===== src/rtl/uart_tx_arbiter.sv =====
// uart_tx_arbiter: shares one UART transmitter between NUM_REQ byte requesters.
// Round-robin grant from a rotating pointer, latches the winner's byte, fires a
// one-cycle tx_start, waits for tx_done (or a watchdog timeout), then enforces an
// idle gap before the next grant. Every output comes straight from a register.
//
// Handshake: a requester raises req[i] with its byte on req_data[i*DATA_W +: DATA_W]
// and holds both until ack[i] pulses; ack[i] means the byte has been latched into
// tx_data. A req still high after ack is treated as a new request. done[i] or err[i]
// pulses once when that frame ends.
module uart_tx_arbiter #(
  parameter int NUM_REQ     = 4,
  parameter int DATA_W      = 8,
  parameter int GAP_CYC     = 16,
  parameter int TIMEOUT_CYC = 2000
) (
  input  logic                       clk,
  input  logic                       reset,
  input  logic [NUM_REQ-1:0]         req,
  input  logic [NUM_REQ*DATA_W-1:0]  req_data,
  output logic [NUM_REQ-1:0]         ack,
  output logic [NUM_REQ-1:0]         done,
  output logic [NUM_REQ-1:0]         err,
  output logic                       tx_start,
  output logic [DATA_W-1:0]          tx_data,
  input  logic                       tx_done,
  output logic                       busy,
  output logic [$clog2(NUM_REQ)-1:0] grant_id,
  output logic [1:0]                 dbg_state
);

  localparam int ID_W    = $clog2(NUM_REQ);
  localparam int CNT_MAX = (GAP_CYC > TIMEOUT_CYC) ? GAP_CYC : TIMEOUT_CYC;
  localparam int CNT_W   = $clog2(CNT_MAX + 1);

  typedef enum logic [1:0] {
    S_IDLE  = 2'd0,
    S_START = 2'd1,
    S_WAIT  = 2'd2,
    S_GAP   = 2'd3
  } state_t;

  state_t              state_q, state_d;
  logic [ID_W-1:0]     ptr_q, ptr_d;
  logic [ID_W-1:0]     grant_q, grant_d;
  logic [DATA_W-1:0]   data_q, data_d;
  logic [CNT_W-1:0]    cnt_q, cnt_d;
  logic [NUM_REQ-1:0]  ack_q, ack_d;
  logic [NUM_REQ-1:0]  done_q, done_d;
  logic [NUM_REQ-1:0]  err_q, err_d;
  logic                start_q, start_d;
  logic                busy_q, busy_d;

  logic                win_found;
  logic [ID_W-1:0]     win_idx;
  logic [ID_W-1:0]     cand;
  logic [ID_W-1:0]     ptr_next;

  // Round-robin search: first requester at or after the pointer, wrapping.
  always_comb begin
    win_found = 1'b0;
    win_idx   = '0;
    cand      = '0;
    for (int i = 0; i < NUM_REQ; i++) begin
      cand = ID_W'((int'(ptr_q) + i) % NUM_REQ);
      if (!win_found && req[cand]) begin
        win_found = 1'b1;
        win_idx   = cand;
      end
    end
  end

  // Pointer moves just past the requester whose frame has finished.
  assign ptr_next = (grant_q == ID_W'(NUM_REQ - 1)) ? '0 : grant_q + 1'b1;

  // Next-state and registered-output values; shared counter serves WAIT and GAP.
  always_comb begin
    state_d = state_q;
    ptr_d   = ptr_q;
    grant_d = grant_q;
    data_d  = data_q;
    cnt_d   = cnt_q;
    ack_d   = '0;
    done_d  = '0;
    err_d   = '0;
    start_d = 1'b0;
    case (state_q)
      S_IDLE: begin
        if (win_found) begin
          state_d = S_START;
          grant_d = win_idx;
          data_d  = req_data[win_idx*DATA_W +: DATA_W];
          start_d = 1'b1;
          ack_d   = NUM_REQ'(1) << win_idx;
        end
      end
      S_START: begin
        state_d = S_WAIT;
        cnt_d   = '0;
      end
      S_WAIT: begin
        if (tx_done || (cnt_q == CNT_W'(TIMEOUT_CYC - 1))) begin
          // tx_done takes priority over a coincident timeout.
          if (tx_done) done_d = NUM_REQ'(1) << grant_q;
          else         err_d  = NUM_REQ'(1) << grant_q;
          ptr_d   = ptr_next;
          cnt_d   = '0;
          state_d = (GAP_CYC == 0) ? S_IDLE : S_GAP;
        end else begin
          cnt_d = cnt_q + 1'b1;
        end
      end
      S_GAP: begin
        if (cnt_q == CNT_W'(GAP_CYC - 1)) begin
          state_d = S_IDLE;
          cnt_d   = '0;
        end else begin
          cnt_d = cnt_q + 1'b1;
        end
      end
      default: begin
        state_d = S_IDLE;
        cnt_d   = '0;
      end
    endcase
    busy_d = (state_d != S_IDLE);
  end

  // State and output registers; reset abandons any frame silently.
  always_ff @(posedge clk or posedge reset) begin
    if (reset) begin
      state_q <= S_IDLE;
      ptr_q   <= '0;
      grant_q <= '0;
      data_q  <= '0;
      cnt_q   <= '0;
      ack_q   <= '0;
      done_q  <= '0;
      err_q   <= '0;
      start_q <= 1'b0;
      busy_q  <= 1'b0;
    end else begin
      state_q <= state_d;
      ptr_q   <= ptr_d;
      grant_q <= grant_d;
      data_q  <= data_d;
      cnt_q   <= cnt_d;
      ack_q   <= ack_d;
      done_q  <= done_d;
      err_q   <= err_d;
      start_q <= start_d;
      busy_q  <= busy_d;
    end
  end

  assign ack       = ack_q;
  assign done      = done_q;
  assign err       = err_q;
  assign tx_start  = start_q;
  assign tx_data   = data_q;
  assign busy      = busy_q;
  assign grant_id  = grant_q;
  assign dbg_state = state_q;

endmodule


===== config.mk =====
export PLATFORM = sky130hd
export DESIGN_NAME = uart_tx_arbiter
export DESIGN_NICKNAME = d
export VERILOG_FILES = /design/src/rtl/uart_tx_arbiter.sv
export SDC_FILE = /design/constraint.sdc
export NUM_CORES = 1
export LEC_CHECK = 0
export BUFFER_PORTS_ARGS = -buffer_cell sky130_fd_sc_hd__buf_2
export CORE_MARGIN = 2
export CORE_UTILIZATION = 52
export CTS_BUF_LIST = sky130_fd_sc_hd__clkbuf_2
export CTS_CLUSTER_DIAMETER = 40
export DETAILED_ROUTE_END_ITERATION = 8
export PLACE_DENSITY = 0.88
export REMOVE_ABC_BUFFERS = 1
export SLEW_MARGIN = 20
export SYNTH_ARGS = -nofsm -noshare
export SYNTH_HDL_FRONTEND = slang
export SYNTH_SLANG_ARGS = --single-unit

===== constraint.sdc =====
create_clock -name clk -period 2 [get_ports clk]
set_input_delay 0.1 -clock clk [delete_from_list [all_inputs] [get_ports clk]]
set_output_delay 0.1 -clock clk [all_outputs]
set_load 0.03 [all_outputs]

# Word-level counts from Yosys, hierarchy flattened
# Cells that the tools add are included.
# totals
ff_bits	39
latch_bits	0
ramBits	0
mem_bits_ro	0
in_bits	39
output_inout_bits	26
wordCells	74
memories	0
# classes
add_sub_neg	5
n_mul	0
div_mod_pow	0
magnitude_cmp	4
n_eq_ne	6
n_shift	3
mux	34
bitwise	0
n_reduce_logical	12
# ops
operator	count
$pmux 11 s3	1
$mux 4	8
$shiftx 32x6->8	1
$mux 11	2
$mux 2	8
$lt 2x3->1 const B	4
$add 11x1->11 const B	1
$eq 11x11->1 const B	1
$eq 11x4->1 const B	1
$mux 1	10
$bmux 1 s2	4
$pmux 2 s4	1
$shl 1x2->4 const A	2
$eq 2x2->1 const B	3
$add 2x1->2 const B	2
$add 2x2->2 const B	2
$reduce_and 2->1	2
$logic_and 1x1->1	3
$logic_not 1->1	3
$reduce_bool 3->1	1
$eq 2x1->1 const B	1
$logic_not 2->1	1
$reduce_bool 2->1	1
$logic_or 1x1->1	1

# Logic depth before layout (Yosys ltp)
# Gate-level depths: netlist of run 1.
# depth
word_depth	15
ltp_mapped	7

# Least setup slack after synthesis of run 1
# No wires, ideal clock.
# synth_timing
path_type	register -> register
startpoint	reg cnt_q[0]
endpoint	reg cnt_q[5]
setup_time_ps	82
arrival_ps	1696
required_time_ps	1918
slack_ps	222
stages_incl_launch_ff	8
period_less_slack_ps	1778
cell_sequence	dfrtp_1 > ha_1 > nand4b_1 > nor4b_2 > o32ai_2 > buf_6 > a21oi_1 > a31oi_1
# synth_between
elab_chain_len	4
elab_cells_between_ends	7
cone_classes	add/sub (1); eq/ne (2); mux (3); reduce/logical (1)
# synth_rtl
element	line	rtl
start, declared	46	logic [CNT_W-1:0] cnt_q, cnt_d;
start signal, assigned	146	cnt_q <= cnt_d;
parallel branches: the longest is 3 deep, another holds $add 11x1->11	--	
$pmux 11 s3 (*)	86	case (state_q)
# Mark *: on every way between the ends.
# A chain may end at the register's enable or synchronous reset.

# Worst setup path in the final report of run 1
# layout_timing
startpoint	reg cnt_q[10]
endpoint	reg cnt_q[7]
# layout_between
elab_chain_len	4
elab_cells_between_ends	6
cone_classes	eq/ne (2); mux (3); reduce/logical (1)
# layout_rtl
element	line	rtl
$eq 11x11->1	101	if (tx_done || (cnt_q == CNT_W'(TIMEOUT_CYC - 1))) begin
$logic_or 1x1->1	101	
$mux 11	101	
$pmux 11 s3 (*)	86	
# Mark *: on every way between the ends. The rest lies on a longest branch, timed or not.

==> results of run 1 <==
[how the worst min path moves through the flow]
stage | endpoint | cells past startpoint | start | slack (ns)
final | tx_data[0] | 3 | req_data[24] | 0.004
after global routing | tx_data[1] | 3 | req_data[9] | -0.004
after CTS | tx_data[1] | 3 | req_data[9] | 0.002
after detailed placement | err[2] | 3 | reset | 0.24
after global placement | ack[2] | 3 | reset | 0.23
after floorplan | done[0] | 1 | tx_done | 0.25
[flip-flops by register name, indices dropped and copies added (netlist names)]
name       flops
ack            4
busy           1
cnt_q         11
dbg_state      2
done           4
err            4
grant_id       2
ptr_q          2
tx_data        8
tx_start       1
[stage by stage]
step           cell area [um2]  utilization [%]
6_report                  2830             77.8
5_1_grt                   2830             77.8
4_1_cts                   2670             73.5
3_5_place_dp              2400             66.0
3_3_place_gp              2400             66.0
2_1_floorplan             1910                -
[timing repair]
action / in CTS / in global routing
hold buffers: 21 / 2
cloned: 0 / 2
resized for setup: 2 / 6
setup endpoints to repair: 11 / 13
hold endpoints to repair: 50 / 1
pin swaps: 1 / 7
setup buffers: 0 / 9
[per-layer routing]
layer	track usage, %	up-vias
met5	0	-
met4	14.1	0
met3	6.60	17
met2	46.1	111
met1	27.3	951
li1	-	894
[power by group through the flow]
stage | Sequential, mW | Combinational [mW] | Clock [mW]
CTS | 1.13 | 1.44 | 0.363
floorplan | 1.40 | 0.674 | 0
global placement | 1.13 | 1.35 | 0
finish | 1.15 | 1.64 | 0.358
detailed placement | 1.14 | 1.39 | 0
global route | 1.17 | 1.77 | 0.391
[area by class of cell]
cell class                      instances  area share, %
Clock buffer                            5          0.886
Clock inverter                          3          0.531
Inverter                                8           1.06
Multi-Input combinational cell        130           34.9
Sequential cell                        39           34.6
Tap cell                               48           2.13
Timing Repair Buffer                  111           25.9
[critical path: cells and delay by family, from the launching register on]
family                 cells  cell delay (ns)
buffers and inverters      1             0.20
AO/OA/AOI/OAI              3             0.48
AND/OR/NAND/NOR            2             0.86
flip-flops                 1             0.45
[cell families after synthesis]
logic type | count (synthesis)
and+or+nand+nor | 61
adders and majority gates | 5
muxes | 19
buffers and inverters | 13
DFF | 39
xor gates and xnor gates | 2
AOI/OAI and AO/OA | 41
[cells in the final DEF (no fill, tap or decap), types with 4 or more instances in the layout]
master         Yosys  routed
a21oi_1            9       9
a22o_1             4       4
a31oi_1            5       5
and2_1             4       4
and3_1             7       7
buf_2              1      64
buf_4              1      24
clkbuf_2           0       5
dfrtp_1           39      38
dlygate4sd3_1      0      23
ha_1               5       5
inv_1              7       7
mux2i_1           17      17
nand2_1           16      15
nand2b_1           6       6
nand3_1            6       6
nor2_1            10      10
o21ai_0            6       6
o221ai_1           8       8
==> metrics.md, run 1 <==
| Metric | Value |
|---|---|
| Overall Power | 3.14 mW |
| Pins Over Slew Limit | 0 |
| Placed Cells | a little over 300 |
| TritonCTS buffer count | 5 |
| Post-synthesis compound-gate area fraction | between 10% and 20% |
| Cell variety after synth | 40 |
| Pre-Repair DR Iteration Count | 4 |
| Xor and xnor area share after synthesis | less than 1% |
| Placement Setup Slack | -0.227 ns |
| Largest net degree at the start of global routing | 40 |
| Gr usage total | between 20% and 30% |
| Global-route wire length before repair | 8150 um |
| Critical Path RT | 2.33 ns |
| Reg2reg path depth | 6 |
| Worst Setup SP | cnt_q[10] |
| Final #Nets | 339 |
| DIE AREA | around 4200 um2 |
| Internal power | 1.76 mW |
| I/O Buffers | 64 |
| Post-synthesis sequential area ratio | around half |
| Pwr dens | 1110 nW/um2 |
| R2R Path End | cnt_q[7] |
| DR iter-0 viols | between 100 and 150 |
| I/O pins | 65 |
| Cells along the critical path | or4_4 -> nor4_4 -> buf_4 -> o32ai_4 -> a21o_1 -> a22o_1 |
| Slew margin rel. | between 60% and 70% |
| RePlAce Congestion | 0.837 |
| Count leader, synth | dfrtp_1 |
| Layout cell share with drive strength beyond 1 | 37.2% |
| Flop pwr share | a little over a third |
| Setup TNS Final | -0.276 ns |
| Met2 wire length | 3080 um |
| H-tree levels | 2 |
| Clock period minus worst slack | 2.07 ns |
| Drt total wl | 5780 um |
| Clock power share | about 11% |
| Top Layer Used | met4 |
| Worst hold-check path type | primary input to register |
| CTS Root Cell | clkbuf_2 |
| Top_reg_cell synth | dfrtp_1 |
| Static leakage | about 1.4 nW |
| Combinational fraction of design power | a little over half |
| Worst setup path class | register to register |
| Final std cells w/o fill | 344 |
| Initial antenna violation count | 0 |
| Core Box Area | 3630 um2 |
| DRT antenna net count | 0 |
| CP max FO | 5 |
| CTS tree | done |
| Worst-path clk slew | 0.21 ns |
| Period utilization | 104% |
| Synth async-reset ratio | 100% |
| Crit-path slowest cell | or4_4 |
| Syn_area_per_cell | around 11 um2 |
| Met3 WL | 386 um |
| Slew @ Worst Pin | ~0.5 ns |
| Gate Count Post-Synth | 180 |
| Worst R2R Start | cnt_q[10] |
| Mux cell area share after synthesis | roughly a tenth |
| FMAX | 0.482 GHz |
| Simple-Gate Fraction of Synth Area | between 15 and 20% |
| Crit path launch type | register |
| Die Ht | between 60 and 70 um |
| CP endpoint kind | register |
| Global route total overflow | 0 |
| Vias in the first global route | 1861 |
| Filler instances | about 220 |
| Area Overhead vs Synth | 45.8% |
| Maxcap violations | 0 |
| Die width | 65.1 um |
| Post-synth EDFFs | 0 |
| Number of synthesis warnings | 0 |
| FP Rows | 22 |
| VDD IR max | roughly 0.00074 V |
| DRC Markers | 0 |
| Final Hold Fails | 0 |
| Top cell type's share of synthesized area | 50.4% |
| Post-route setup slack | -0.0733 ns |
| Mapped cell area | approximately 1900 um2 |
| Main combinational cell family by area after synthesis | simple AND/OR/NAND/NOR gates |
| Clock Latency Late Sink | 0.42 ns |
| Fin Clk Skew | 0.0156 ns |
| Synth Area in Adders | 3.23% |
| Via/cell ratio | ~5.7 |
| Failing checks | setup timing |
| P_sw | roughly 1.4 mW |
| FF+latch count, synth | 39 |
| Reg2Reg Setup Slack | -0.07 ns |
| Switch share | between 40 and 50% |
| RSZ-0062 raised after global routing | yes |
| Synth top area cells | dfrtp_1 (50%), mux2i_1 (8.8%), o221ai_1 (3.6%) |
| Vias | between 1.5k and 2k |
| Multi-input gate area | 987 um2 |
| Initial core utilization | a little over half |
| CP endpoint | cnt_q[7] |
| Status | complete, but fails checks |
| Setup-failing EPs final | 8 |
| CTS Buffer Depth | 2 |
| WHS | a little over 0.004 ns |
| Post-synth top cells | dfrtp_1 (39), mux2i_1 (17), nand2_1 (16) |
| DR WL/cell | roughly 17 um |
| Number of clock sinks | 39 |
| Cell taking the most area after synthesis | dfrtp_1 |
| Final antenna diode count | 0 |
| FF/Latch Area | between 900 and 1000 um2 |
| Crit path DAT | roughly 2.4 ns |
| Slowest stage delay, CP | between 0.5 and 0.6 ns |
| Metal-1 WL | around 2100 um |
| Dpl hpwl | about 3100 um |
Power figures use the tool's default switching activity.
==> inputs of run 2 (changes only) <==
- CORE_UTILIZATION: 52 -> 56
- PLACE_DENSITY: 0.88 -> 0.93
- clock period: 2 -> 2.4 ns (I/O delays scaled with it)
==> run 2 against run 1 <==
  * The run now ends clean
  * Clock power decreased by 22%
  * Global-route usage decreased by 3.0 points
  * Non-clock buffer count decreased by 42
  * Hold slack improved by 0.028 ns
  * Sequential cell count unchanged
  * Die area decreased by 6.7%
  * Combinational power decreased by 35%
  * Largest cell class is now registers
  * Highest routed layer unchanged
==> metrics.md, run 2 (synthesis gave the netlist of run 1 again) <==
| Metric | Value |
|---|---|
| Status | complete, no violations |
| FMAX | 0.474 GHz (-1.8%) |
| CTS Buffer Depth | 2 (unchanged) |
| CTS tree | done |
| Worst R2R Start | cnt_q[0] |
| CTS Root Cell | clkbuf_2 |
| Pins Over Slew Limit | 0 (unchanged) |
| Slew margin rel. | 58.1% (-8.3 points) |
| Slowest stage delay, CP | 0.60 ns (+0.05 ns) |
| Commonest non-fill, non-tap cells in the layout | buf_2 (64), dfrtp_1 (39), mux2i_1 (17) |
| Maxcap violations | 0 (unchanged) |
| Filler instances | 250 (+16%) |
| Setup TNS Final | 0 ns (+0.276 ns) |
| Vias in the first global route | 1575 (-15%) |
| Critical Path RT | 2.69 ns (+0.36 ns) |
| DIE AREA | 3950 um2 (-6.7%) |
| Reg2Reg Setup Slack | 0.29 ns (+0.36 ns) |
| End of the worst hold path | tx_data[7] |
| CP endpoint kind | register |
| Slew @ Worst Pin | 0.629 ns (+0.124 ns) |
| Pre-Repair DR Iteration Count | 4 (unchanged) |
| R2R Path End | cnt_q[10] |
| Layout cell share with drive strength beyond 1 | 33.7% (-3.4 points) |
| Hold Path Depth | 3 (unchanged) |
| Worst hold-check path type | primary input to register |
| TritonCTS buffer count | 5 (unchanged) |
| RSZ-0062 raised after global routing | no |
| Final #Nets | 295 (-13%) |
| Worst-path clk slew | 0.20 ns (about the same) |
| CP max FO | 17 (+12) |
| Clock Latency Late Sink | 0.38 ns (-0.04 ns) |
| RePlAce Congestion | 0.806 (-3.7%) |
| Area Overhead vs Synth | 22.7% |
| Leading cell type in the layout, fill and taps excluded | buf_2 |
| Vias | 1649 (-16%) |
| Fin Clk Skew | 0.0205 ns (+0.00495 ns) |
| Setup-failing EPs final | 0 (-8) |
| Final Hold Fails | 0 (unchanged) |
| Multi-input gate area | 912 um2 (-7.6%) |
| Initial core utilization | 58.1% (+4.7 points) |
| Die Ht | 62.8 um (-3.4%) |
| I/O pins | 65 (unchanged) |
| Period utilization | 88.0% (-16 points) |
| Reg2reg path depth | 6 (unchanged) |
| Drt total wl | 4080 um (-29%) |
| Post-CTS setup repair buffer count | 0 (unchanged) |
| Global route total overflow | 0 (unchanged) |
| Global-route wire length before repair | 7090 um (-13%) |
| Static leakage | 1.25 nW (-14%) |
| Post-route cell area | 2380 um2 (-16%) |
| Cells along the critical path | ha_1 -> nand4b_1 -> nor4b_2 -> o32ai_4 -> o21ai_0 -> a31oi_1 |
| H-tree levels | 2 (unchanged) |
| FP Rows | 21 (-4.5%) |
| DR WL/cell | 13.7 um (-18%) |
| Initial antenna violation count | 0 (unchanged) |
| Post-DP Area | 2310 um2 (-3.5%) |
| DR iter-0 viols | 90 (-22%) |
| Largest net degree at the start of global routing | 40 (unchanged) |
| I/O Buffers | 64 (unchanged) |
| Crit-path slowest cell | o32ai_4 |
| Number of flip-flops in the largest register | 11 (unchanged) |
| Min-Delay Startpoint | req_data[7] |
| Core Box Area | 3340 um2 (-8.2%) |
| FF/Latch Area | 976 um2 (-0.13%) |
| VDD IR max | 0.000611 V (-18%) |
| DRC Markers | 0 (unchanged) |
| Most flop-heavy register | cnt_q |
| Crit path launch type | register |
| Dpl hpwl | 3090 um (-1.6%) |
| Die width | 62.8 um (-3.4%) |
| Via/cell ratio | 5.53 (-3.5%) |
| Gr usage total | 22.7% (-3.0 points) |
| Number of clock sinks | 39 (unchanged) |
| Clock period minus worst slack | 2.11 ns (+0.0377 ns) |
| Pwr dens | 977 nW/um2 (-12%) |
| Crit path DAT | 2.40 ns (about the same) |
| Final antenna diode count | 0 (unchanged) |
| DRT antenna net count | 0 (unchanged) |
| Worst setup path class | register to register |
==> run 2: worst max-delay path by stage <==
stage	start	to	slack, ns	cells past startpoint
after floorplan	cnt_q[0]	cnt_q[10]	0.42	6
after CTS	cnt_q[0]	cnt_q[10]	0.04	6
after global routing	cnt_q[0]	cnt_q[5]	0.15	6
final	cnt_q[0]	cnt_q[10]	0.29	6
after global placement	cnt_q[0]	cnt_q[5]	0.20	6
after detailed placement	cnt_q[0]	cnt_q[10]	0.07	6
==> run 2: timing repair <==
action / CTS / global route
endpoints found under the setup margin: 0 / 6
resized for setup: 0 / 1
hold buffers: 1 / 0
hold endpoints to repair: 39 / 0
==> run 2: report_power, final <==
part	internal (mW)	switching (mW)
clock	0.0744	0.206
sequential	0.821	0.162
combinational	0.427	0.632
total	1.32	1.00
==> run 2: per-stage QoR <==
stage / util, % / worst slack (ns) / power [mW] / hold slack [ns] / instances
after CTS: 70.9 / 0.0419 / 2.32 / 0.0218 / 298
after detailed placement: 69.4 / 0.0740 / 2.04 / 0.251 / 289
after global routing: 71.3 / 0.148 / 2.51 / 0.00806 / 298
after floorplan: - / 0.423 / 1.73 / 0.273 / 175
after global placement: 69.4 / 0.201 / 1.99 / 0.252 / 289
final: 71.3 / 0.289 / 2.32 / 0.0325 / 298
==> run 2: critical path: cells and delay by family, from the launching register on <==
kind / cells / cell delay, ns
AO/OA/AOI/OAI: 3 / 1.00
flip-flops: 1 / 0.46
AND/OR/NAND/NOR: 2 / 0.31
adder cells (fa/ha/maj): 1 / 0.25
==> run 2: cell type report <==
class	count	share of cell area [%]
multi-input combinational	128	38.3
sequential	39	41.0
inverter	8	1.26
clock buffer	6	1.26
timing repair buffer	69	15.1
clock inverter	2	0.526
tap	46	2.42
==> run 2: layer usage <==
metal	routed length, um	track usage [%]	vias up
li1	-	-	804
met1	1730	28.8	798
met2	2120	39.0	41
met3	180	4.86	6
met4	52	6.67	0
met5	0	0	-
